$ cat src/rtl/mem_acc_pkg.sv
// Shared types and lane helpers for the mem_access_ctrl load/store initiator.
// Memory is little-endian and word-wide; byte lane n occupies bits [8n+7:8n].
package mem_acc_pkg;

    typedef enum logic [1:0] {
        SZ_BYTE = 2'd0,
        SZ_HALF = 2'd1,
        SZ_WORD = 2'd2,
        SZ_ILL  = 2'd3
    } size_e;

    typedef enum logic [1:0] {
        S_IDLE = 2'd0,
        S_RD   = 2'd1,
        S_WR   = 2'd2,
        S_RESP = 2'd3
    } state_e;

    function automatic logic [31:0] lane_merge(
        input logic [31:0] word,
        input logic [31:0] wdata,
        input size_e       size,
        input logic [1:0]  addr_lo
    );
        logic [31:0] merged;
        merged = word;
        case (size)
            SZ_BYTE: merged[{addr_lo, 3'b000} +: 8]     = wdata[7:0];
            SZ_HALF: merged[{addr_lo[1], 4'b0000} +: 16] = wdata[15:0];
            default: merged = wdata;
        endcase
        return merged;
    endfunction

    function automatic logic [31:0] lane_extract(
        input logic [31:0] word,
        input size_e       size,
        input logic        is_signed,
        input logic [1:0]  addr_lo
    );
        logic [7:0]  b;
        logic [15:0] h;
        logic [31:0] result;
        b = word[{addr_lo, 3'b000} +: 8];
        h = word[{addr_lo[1], 4'b0000} +: 16];
        case (size)
            SZ_BYTE: result = {{24{is_signed & b[7]}}, b};
            SZ_HALF: result = {{16{is_signed & h[15]}}, h};
            default: result = word;
        endcase
        return result;
    endfunction

endpackage

$ cat src/rtl/mem_acc_lane.sv
// Combinational lane unit: merges store data into the read word and
// extracts/extends load data from it.
module mem_acc_lane
    import mem_acc_pkg::*;
(
    input  logic [31:0] rd_word,
    input  logic [31:0] wdata,
    input  size_e       size,
    input  logic        is_signed,
    input  logic [1:0]  addr_lo,
    output logic [31:0] merged,
    output logic [31:0] extracted
);

    assign merged    = lane_merge(rd_word, wdata, size, addr_lo);
    assign extracted = lane_extract(rd_word, size, is_signed, addr_lo);

endmodule

$ cat src/rtl/mem_access_ctrl.sv
// Non-pipelined load/store initiator for a word-wide memory; sub-word stores are
// read-modify-write. Optional performance counters: MEM_ACC_PERF_CNT_EN.
module mem_access_ctrl
    import mem_acc_pkg::*;
#(
    parameter int RAM_SIZE_BIT = 8
) (
    input  logic        clk,
    input  logic        reset,
    input  logic        req_valid,
    output logic        req_ready,
    input  logic        req_write,
    input  logic [1:0]  req_size,
    input  logic        req_signed,
    input  logic [31:0] req_addr,
    input  logic [31:0] req_wdata,
    output logic        rsp_valid,
    input  logic        rsp_ready,
    output logic [31:0] rsp_rdata,
    output logic        rsp_err,
    output logic [31:0] mem_address,
    output logic [31:0] mem_write_data,
    output logic        mem_read,
    output logic        mem_write,
    input  logic [31:0] mem_read_data
`ifdef MEM_ACC_PERF_CNT_EN
    ,
    output logic [31:0] perf_loads,
    output logic [31:0] perf_stores,
    output logic [31:0] perf_errs
`endif
);

    state_e      state_q, next_state;
    logic [31:0] addr_q, wdata_q, rd_word_q;
    size_e       size_q;
    logic        signed_q, write_q, err_q;
    logic        accept, req_err, addr_oor;
    logic [31:0] merged, extracted;

    assign accept   = req_valid & (state_q == S_IDLE);
    assign addr_oor = (req_addr >> (RAM_SIZE_BIT + 2)) != 32'd0;
    assign req_err  = (req_size == SZ_ILL)
                    | ((req_size == SZ_HALF) & req_addr[0])
                    | ((req_size == SZ_WORD) & (req_addr[1:0] != 2'b00))
                    | addr_oor;

    // NOTE: sequential state uses non-blocking assignments so every flop samples pre-edge values.
    always_ff @(posedge clk or negedge reset) begin
        if (!reset) begin
            state_q <= S_IDLE;
        end else begin
            state_q <= next_state;
        end
    end

    always_ff @(posedge clk or negedge reset) begin
        if (!reset) begin
            addr_q    <= '0;
            wdata_q   <= '0;
            size_q    <= SZ_BYTE;
            signed_q  <= 1'b0;
            write_q   <= 1'b0;
            err_q     <= 1'b0;
            rd_word_q <= '0;
        end else begin
            if (accept) begin
                addr_q   <= req_addr;
                wdata_q  <= req_wdata;
                size_q   <= size_e'(req_size);
                signed_q <= req_signed;
                write_q  <= req_write;
                err_q    <= req_err;
            end
            if (state_q == S_RD) begin
                rd_word_q <= mem_read_data;
            end
        end
    end

    always_comb begin
        next_state = state_q;
        case (state_q)
            S_IDLE: begin
                if (req_valid) begin
                    if (req_err)
                        next_state = S_RESP;
                    else if (!req_write || (req_size != SZ_WORD))
                        next_state = S_RD;
                    else
                        next_state = S_WR;
                end
            end
            S_RD:    next_state = write_q ? S_WR : S_RESP;
            S_WR:    next_state = S_RESP;
            S_RESP:  if (rsp_ready) next_state = S_IDLE;
            default: next_state = S_IDLE;
        endcase
    end

    mem_acc_lane u_lane (
        .rd_word   (rd_word_q),
        .wdata     (wdata_q),
        .size      (size_q),
        .is_signed (signed_q),
        .addr_lo   (addr_q[1:0]),
        .merged    (merged),
        .extracted (extracted)
    );

    // NOTE: every output gets a default before the case so no latch is inferred.
    always_comb begin
        req_ready      = 1'b0;
        rsp_valid      = 1'b0;
        rsp_rdata      = '0;
        rsp_err        = 1'b0;
        mem_read       = 1'b0;
        mem_write      = 1'b0;
        mem_write_data = '0;
        mem_address    = {addr_q[31:2], 2'b00};
        case (state_q)
            S_IDLE: req_ready = 1'b1;
            S_RD:   mem_read  = 1'b1;
            S_WR: begin
                mem_write      = 1'b1;
                mem_write_data = merged;
            end
            S_RESP: begin
                rsp_valid = 1'b1;
                rsp_err   = err_q;
                rsp_rdata = (err_q | write_q) ? 32'd0 : extracted;
            end
            default: ;
        endcase
    end

`ifdef MEM_ACC_PERF_CNT_EN
    logic rsp_fire;
    assign rsp_fire = (state_q == S_RESP) & rsp_ready;

    always_ff @(posedge clk or negedge reset) begin
        if (!reset) begin
            perf_loads  <= '0;
            perf_stores <= '0;
            perf_errs   <= '0;
        end else if (rsp_fire) begin
            if (err_q)
                perf_errs <= perf_errs + 32'd1;
            else if (write_q)
                perf_stores <= perf_stores + 32'd1;
            else
                perf_loads <= perf_loads + 32'd1;
        end
    end
`endif

endmodule

$ cat config.mk
export PLATFORM = sky130hd
export DESIGN_NAME = mem_access_ctrl
export DESIGN_NICKNAME = d
export VERILOG_FILES = /design/src/rtl/mem_acc_pkg.sv /design/src/rtl/mem_acc_lane.sv /design/src/rtl/mem_access_ctrl.sv
export SDC_FILE = /design/constraint.sdc
export NUM_CORES = 1
export LEC_CHECK = 0
export ABC_AREA = 1
export CAP_MARGIN = 20
export CORE_MARGIN = 3
export CORE_UTILIZATION = 43
export DETAILED_ROUTE_END_ITERATION = 6
export MAX_ROUTING_LAYER = met4
export PLACE_DENSITY = 0.88
export SETUP_SLACK_MARGIN = 0.3
export SYNTH_ARGS = -nofsm -noshare
export SYNTH_HDL_FRONTEND = slang
export SYNTH_SLANG_ARGS = --single-unit
$ cat constraint.sdc
create_clock -name clk -period 2.25 [get_ports clk]
set_clock_uncertainty 0.05 [all_clocks]
set_input_delay 0.225 -clock clk [delete_from_list [all_inputs] [get_ports clk]]
set_output_delay 0.225 -clock clk [all_outputs]
set_load 0.05 [all_outputs]
* Word-level counts from Yosys, hierarchy flattened
Index checks and enable logic that the tools add are counted.
Word-level totals: output and inout port bits 101, input port bits 104, register bits 103, logic and storage cells 60
Operators by class: equal/unequal tests 10, add/sub/neg operators 2, shifts and indexed selects 6, reduce and logical (&&, ||, !) cells 7, muxes and demuxes 18, bitwise operators 9
Operator list (number):
- case mux 32 bit (2 select lines) | 2
- two-way mux 32 bit | 3
- bitwise mux 32 bit | 2
- nonzero test 32 bit | 1
- variable shift 16 x 7 -> 32 bit, first input constant | 1
- variable shift 8 x 7 -> 32 bit, first input constant | 1
- indexed part select 16 x 7 -> 32 bit | 1
- indexed part select 32 x 6 -> 16 bit | 1
- indexed part select 32 x 6 -> 8 bit | 1
- indexed part select 8 x 7 -> 32 bit | 1
- negator 5 -> 7 bit | 2
- == test 2 bit, second input constant | 4
- two-way mux 2 bit | 4
- case mux 2 bit (4 select lines) | 1
- == test 2 x 1 -> 1 bit, second input constant | 3
- two-way mux 1 bit | 6
- inequality test 2 bit, second input constant | 3
- bitwise AND 1 bit | 5
- zero test 2 bit | 2
- OR 1 bit | 4
- AND reduction 2 bit | 1
- nonzero test 2 bit | 1
- zero test 1 bit | 1
- logical OR 1 bit | 1

* Depth between registers and ports, before layout
depth after elaboration 8, gate-level depth with buffers 11, mapped depth without buffers 7

* Cells and area by module
From an unflattened synthesis, not the netlist that was laid out.
Unflattened totals: cell total of the unflattened synthesis 1078, area total of the unflattened synthesis 6785.3 um2
Modules (own cells, without submodules):
- mem_access_ctrl | area each 4874.7 um2, instances 1, cells an instance 651, seq. area each 2577.5 um2
- mem_acc_lane | area each 1910.6 um2, instances 1, cells an instance 427, seq. area each 0.0 um2

* Least setup slack after synthesis
Ideal clock, no wire load.
kind reg-to-output, start point register addr_q[1], end point output mem_write_data[6], data required time 1975 ps, data arrival time 2613 ps, buffers on the path 5, stages on the path, launching flop included 12, slack -638 ps, path through dfrtp_1 -> buf_6 -> inv_4 -> buf_12 -> clkbuf_1 -> ha_1 -> buf_1 -> clkbuf_1 -> nand3_1 -> o211ai_1 -> o211ai_1 -> nor2_1
On the way: longest elaborated chain between the ends 5, elaborated cells between the ends (all ways) 10, those cells by class add/sub (2); shift (4); mux (4)
RTL lines:
- start, declared | RTL line mem_access_ctrl.sv:35 | logic [31:0] addr_q, wdata_q, rd_word_q;
- start signal, assigned | RTL line mem_access_ctrl.sv:68 | addr_q <= req_addr;
- negator 5 -> 7 bit (on tied branches) | RTL line mem_acc_pkg.sv:29, mem_acc_pkg.sv:28
- indexed part select 16 x 7 -> 32 bit, or another cell as far along | RTL line mem_acc_pkg.sv:29 | SZ_HALF: merged[{addr_lo[1], 4'b0000} +: 16] = wdata[15:0];
- bitwise mux 32 bit (on tied branches) | RTL line mem_acc_pkg.sv:29, mem_acc_pkg.sv:28
- case mux 32 bit (2 select lines) * | RTL line mem_acc_pkg.sv:27 | case (size)
- two-way mux 32 bit * | RTL line mem_access_ctrl.sv:121 | case (state_q)
- end, declared | RTL line mem_access_ctrl.sv:22 | output logic [31:0] mem_write_data,
Every way passes the cells marked *; elsewhere a longest branch is shown, timed or not.

* Final worst setup path
start point register addr_q[1], end point output rsp_rdata[0]
On the way: longest elaborated chain between the ends 4, elaborated cells between the ends (all ways) 5, those cells by class shift (2); mux (3)
RTL lines:
- indexed part select 32 x 6 -> 16 bit or indexed part select 32 x 6 -> 8 bit (tied branches) | RTL line mem_acc_pkg.sv:45, mem_acc_pkg.sv:44
- case mux 32 bit (2 select lines) * | RTL line mem_acc_pkg.sv:46 | case (size)
- two-way mux 32 bit * | RTL line mem_access_ctrl.sv:131 | rsp_rdata = (err_q | write_q) ? 32'd0 : extracted;
- two-way mux 32 bit * | RTL line mem_access_ctrl.sv:121
- end, declared | RTL line mem_access_ctrl.sv:19 | output logic [31:0] rsp_rdata,
Marked as above.

==> out/qor.txt <==
run status: finished with violations
failing checks: design-rule violations, negative setup slack
sequential fraction of the synthesis area: 0.3980
Via-to-Cell Ratio: 6.278
critical path launch point type: flop
Max Cap Violations: 0
CTS Buf Count: 9
DR WL met3: 4032 um
fraction of layout cells with a size suffix above 1: 0.2918
initial core utilization: 0.4422
Syn-to-layout area delta: 70.63%
min-delay worst type: primary input to asynchronous set/reset pin
CP Launch Point: addr_q[1]$_DFFE_PN0P_
ys async rst share: 1.000
H-Tree Depth: 3
# setup viols final: 56
worst skew pair latency: 370 ps
Final WS setup: -332.3 ps
WP data required: 1980 ps
root buf cell: clkbuf_16
final WL: 30510 um
TritonCTS clock tree: built
Setup WS pre-CTS: 129.8 ps
largest net degree at the start of global routing: 44
PD cells: 1683 nW/um2
chip width: 128.7 um
die footprint: 16570 um2
Static Leakage: 0.004615 uW
total negative slack: -6635 ps
synth warn: 0
Row Count: 44
cell count after synthesis: 906
vias: 8105
drt pass-1 iters: 7
Final Wtd Congestion: 0.9615
Port Buffers: 202
number of synthesized flops with an enable pin: 0
DR top layer: met4
flop and latch count out of synthesis: 103
critical path fanouts, max: 12
GRT overflow: 0
global-route wire length before repair: 42510 um
actual slew at the worst max-slew pin: 643.6 ps
clk sink count: 103
worst slew margin relative to its limit: 0.5709
Max Clock Freq: 0.3873 GHz
clock buffer depth: 2
Initial DRC Count: 1466
drt wl/cell: 23.63 um
clk slew on worst S/H paths: 70 ps
top_reg_cell synth: dfrtp_1
antenna-violating nets left: 0
WL met2: 13460 um
met1 WL: 10050 um
diodes inserted: 0
antenna violations before repair: 0
CP arrival: 2310 ps
CP Class: flop to primary output
DRC Markers: 4
fin crit period: 2582 ps
Core ar.: 14640 um2
RSZ-0062 raised after global routing: yes
Synth cell types: 29
die height: 128.7 um
Post-Syn Area: 6476 um2
gr usage total: 0.3398
Multi-input gate area: 4239 um2
maximum vdd drop: 953.9 uV
FF-to-FF Start: state_q[0]$_DFFE_PN0P_
Detailed Place HPWL: 17170 um
crit path capture type: primary output
fin crit share: 1.148
Slew Viols, Final: 0
Final #Nets: 1215
Storage cell area: 2581 um2
Avg Inst Size Synth: 7.148 um2
io pins: 205
Fillers: 861
vias in the first global route: 7710
final hold vios: 0
==> worst max-delay path, cell delays in order (launching register included) <==
cell and delay [ps]:
dfrtp_2 430, inv_6 80, buf_4 150, buf_8 140
a21oi_1 510, o21ai_0 200, nand2_1 150, a21oi_2 100
buf_6 170
==> state kept, by name, indices dropped and copies added, names as in the netlist <==
name / flops
signed_q: 1
err_q: 1
state_q: 2
addr_q: 32
size_q: 2
wdata_q: 32
rd_word_q: 32
write_q: 1
==> synth_stat cells, types with 2 or more instances <==
master / number / share of area
a21oi_1: 62 / 0.048
a22oi_1: 4 / 0.0046
a31oi_1: 17 / 0.016
buf_12: 2 / 0.0062
buf_2: 15 / 0.012
buf_4: 34 / 0.039
clkbuf_1: 35 / 0.020
dfrtp_1: 103 / 0.40
ha_1: 9 / 0.017
inv_1: 57 / 0.033
inv_2: 4 / 0.0023
nand2_1: 294 / 0.17
nand2_4: 3 / 0.0052
nand3_1: 36 / 0.028
nand3_4: 2 / 0.0054
nand4_1: 3 / 0.0029
nor2_1: 61 / 0.035
nor2_4: 11 / 0.019
o211ai_1: 31 / 0.036
o21ai_0: 104 / 0.080
o21ai_1: 10 / 0.0077
o22ai_1: 2 / 0.0019
==> repair_timing <==
item / 4_1_cts / 5_1_grt
resized for setup: 129 / 60
pin swaps: 37 / 36
gates cloned: 5 / 0
endpoints found under the hold margin: 40 / 0
setup endpoints to repair: 66 / 64
hold buffers: 1 / 0
buffers inserted: 25 / 9
==> routing by layer <==
layer,track usage,vias to the layer above
li1,-,3326
met2,0.5329,820
met3,0.1034,305
met5,-,-
met1,0.3924,3654
met4,0.1773,0
==> power breakdown <==
group          switching (uW)  total (uW)  leakage [uW]  internal (uW)
Combinational            8300       13000       0.00318           4670
Clock                     769        1760      0.000164            992
Sequential               1140        3870       0.00127           2730
==> worst paths after layout <==
path	slack, ps	end	cells after the start
worst max register to register	330	wdata_q[8]$_DFFE_PN0P_	7
max in group asynchronous	1060	addr_q[1]$_DFFE_PN0P_	3
worst max-delay path	-330	rsp_rdata[0]	8
worst min-delay path	340	wdata_q[23]$_DFFE_PN0P_	2
worst min register to register	430	addr_q[25]$_DFFE_PN0P_	2
min in group clk	350	wdata_q[28]$_DFFE_PN0P_	3
==> cells in the final DEF, fill, tap and decap left out, types with 21 or more instances in the layout <==
cell type and n:
buf_4 37, buf_12 72, inv_1 50, a21oi_1 27, a21oi_4 24, nand2_1 275
o21ai_0 73, buf_6 21, nor2_1 44, o211ai_1 31, nor2_4 28, dfrtp_1 100
clkdlybuf4s50_1 132, o21ai_2 24
==> final cells by class <==
class                      instances  area share
clock buffer                       9     0.02038
timing repair inverter             1   0.0005661
timing repair buffer             269      0.3076
clock inverter                     7    0.009171
multi-input combinational        656      0.3836
inverter                          62     0.02423
sequential                       103      0.2336
tap                              184     0.02083
==> logic make-up after synthesis <==
family,count (synthesis),share of synthesized area
AND/OR/NAND/NOR,412,0.2705
AO/OA/AOI/OAI,231,0.1975
buffers and inverters,150,0.1161
flip-flops,103,0.3980
adder cells (fa/ha/maj),9,0.01739
other,1,0.0005790
==> through the flow <==
stage / instances / power [uW] / area (um2) / utilization / hold slack [ps]
global placement: 1235 / 13530 / 9577 / 0.6540 / 198.2
global route: 1291 / 19170 / 11050 / 0.7546 / 359.2
CTS: 1282 / 16870 / 10680 / 0.7294 / 341.6
finish: 1291 / 18600 / 11050 / 0.7546 / 335.9
floorplan: 907 / 10600 / 7064 / - / -120.6
detailed placement: 1235 / 13790 / 9577 / 0.6540 / 201.2
No activity file was read; power rests on OpenSTA's default activity.
==> RTL edit: new RTL, same flow settings <==
Change the parameter `RAM_SIZE_BIT` from 8 to 4.
--- a/src/rtl/mem_access_ctrl.sv
+++ b/src/rtl/mem_access_ctrl.sv
@@ -3,7 +3,7 @@
 module mem_access_ctrl
     import mem_acc_pkg::*;
 #(
-    parameter int RAM_SIZE_BIT = 8
+    parameter int RAM_SIZE_BIT = 4
 ) (
     input  logic        clk,
     input  logic        reset,
Check against the original RTL: not equivalent (Yosys sat finds a counterexample within 4 cycles, from zero or initial values and one cycle with reset low).
==> RTL edit against the original RTL <==
  * Power down 8.8%
  * Wire length decreased by 18%
  * Sequential cell count unchanged
  * Die area up 0.14%
  * Area after synthesis up 0.15%
  * Final area down 3.7%
  * Final cell count increased by 0.70%
  * Worst setup slack improved by 270 ps
  * Critical endpoint is now mem_write_data[2]
  * The flow finishes with violations (setup timing)
==> RTL edit: results (changes against the original RTL) <==
Port Buf Inserts 202 (unchanged); max-cap violations 0 (unchanged); Synth area leaders dfrtp_1, nand2_1, o21ai_0, a21oi_1, inv_1; pin count of the biggest net entering global routing 77 (+75%); share of layout cells above drive strength 1 24.7% (-4.5 points); peak supply drop 902 uV (-5.4%); via count of the routed design 7,241 (-11%); Regs by FF count addr_q (32), rd_word_q (32), wdata_q (32); Post-Synth XOR/XNOR Area 0% (unchanged); most instantiated cells after synthesis nand2_1, o21ai_0, dfrtp_1, inv_1, nor2_1; total CTS buffers 9 (unchanged); Residual DRC 0 (-4); 1st-pass router iterations 5 (-2); failing checks setup timing; post-synthesis compound-gate area fraction 20.7% (+0.93 points); Post-Place Cell Area 9730 um^2 (+1.6%); Final nets 1,223 (+0.66%); Placer Congestion 1.06 (+10%); Lkg Pwr 4.56 nW (-1.2%); GRT Util Overall 31.1% (-2.9 points); Crit path largest cell delay 460 ps (-50 ps); FFs w/ async S/R, synth 100% (unchanged); Seq/Total Area, Yosys 39.7% (-0.061 points); first-pass GRT wire length 38.8 mm (-8.7%); Worst-Skew Late Latency 350 ps (-20 ps); initial antenna violation count 0 (unchanged); worst-path cell with the longest stage delay dfrtp_2; Longest Clk Path Bufs 2 (unchanged); Setup Viol. Count Final 16 (-71%); Starting DRT DRC Count 596 (-59%); CTS root buffer clkbuf_16; Least-Margin Pin Slew 521 ps (-123 ps); status finished with violations; vias per inst 5.57 (-11%); Synth warnings 0 (unchanged); Fillers 1,075 (+25%); final worst slack -59.9 ps (+272 ps); Avg WL per Cell 19.3 um (-18%); H-tree Lvls 3 (unchanged); Post-Syn Instances 920 (+1.5%); HPWL after DPL 18.3 mm (+6.5%); synth unique cells 29 (unchanged); clock-pin transition on the worst setup and hold timing paths 80 ps; pre-CTS WS 200 ps (+70.6 ps); adder-cell share of the synthesized area 1.74% (-0.0027 points); CP max FO 8 (-4); mux contribution to synthesized area 0% (unchanged)
[RTL edit: cell count changes in the layout (fill, tap and decap cells not counted), moves of 9 or more]
cell / unedited run / this run
o21ai_0: 73 / 82
o21ai_2: 24 / 10
o21ai_1: 16 / 33
nand3_1: 18 / 32
inv_1: 50 / 72
nand2_1: 275 / 257
buf_6: 21 / 12
[RTL edit: stage by stage]
step | TNS, ps | power (W)
after floorplan | 0 | 0.0106
after global placement | 0 | 0.0138
after detailed placement | 0 | 0.0140
after CTS | -335 | 0.0164
after global routing | -3070 | 0.0178
final | -376 | 0.0170
[RTL edit: logic make-up after synthesis]
group	count (synthesis)
flops	103
other cells	1
buf+inv	167
fa+ha+maj	9
compound gates	243
simple gates	397
[RTL edit: final timing paths]
path	from	end	slack, ps	cells after the start
max reg2reg	state_q[1]$_DFFE_PN0P_	wdata_q[15]$_DFFE_PN0P_	480	8
min in group clk	req_wdata[1]	wdata_q[1]$_DFFE_PN0P_	350	3
max	addr_q[1]$_DFFE_PN0P_	mem_write_data[2]	-60	8
min	reset	addr_q[26]$_DFFE_PN0P_	310	2
max in group asynchronous	reset	rd_word_q[28]$_DFFE_PN0P_	1070	3
min reg2reg	addr_q[3]$_DFFE_PN0P_	addr_q[3]$_DFFE_PN0P_	440	2
[RTL edit: routing by layer]
layer,routed length [um],global-route usage [%],vias to the layer above
met4,1180,12.5,0
met5,0,-,-
li1,-,-,3347
met3,2400,5.02,87
met1,9810,39.6,3367
met2,11800,49.7,440
[RTL edit: where the power goes]
group | switching, W | leakage (nW) | internal (W) | total, W
clock | 0.000781 | 0.152 | 0.000911 | 0.00169
combinational | 0.00709 | 3.14 | 0.00435 | 0.0114
sequential | 0.00111 | 1.27 | 0.00273 | 0.00384
[RTL edit: repair_timing]
action | 4_1_cts | 5_1_grt
gates resized for setup | 66 | 41
pin swaps | 23 | 21
endpoints found under the setup margin | 66 | 107
cloned | 2 | 1
endpoints found under the hold margin | 34 | 0
hold buffers | 1 | 0
buffers inserted | 23 | 7
[RTL edit: critical path, delay by kind of cell, from the launching register on]
family / cells / cell delay [ps]
AOI/OAI and AO/OA: 2 / 260
and+or+nand+nor: 3 / 480
adders and majority gates: 1 / 230
DFF: 1 / 460
buffers and inverters: 2 / 240
[RTL edit: final cells by class]
class / instances / area [um^2] / share of cell area (%)
Antenna cell: 1 / 2.50 / 0.0235
Clock buffer: 11 / 243 / 2.28
Clock inverter: 5 / 63.8 / 0.600
Inverter: 83 / 342 / 3.21
Multi-Input combinational cell: 651 / 3850 / 36.2
Sequential cell: 103 / 2580 / 24.3
Tap cell: 184 / 230 / 2.16
Timing Repair Buffer: 262 / 3330 / 31.3
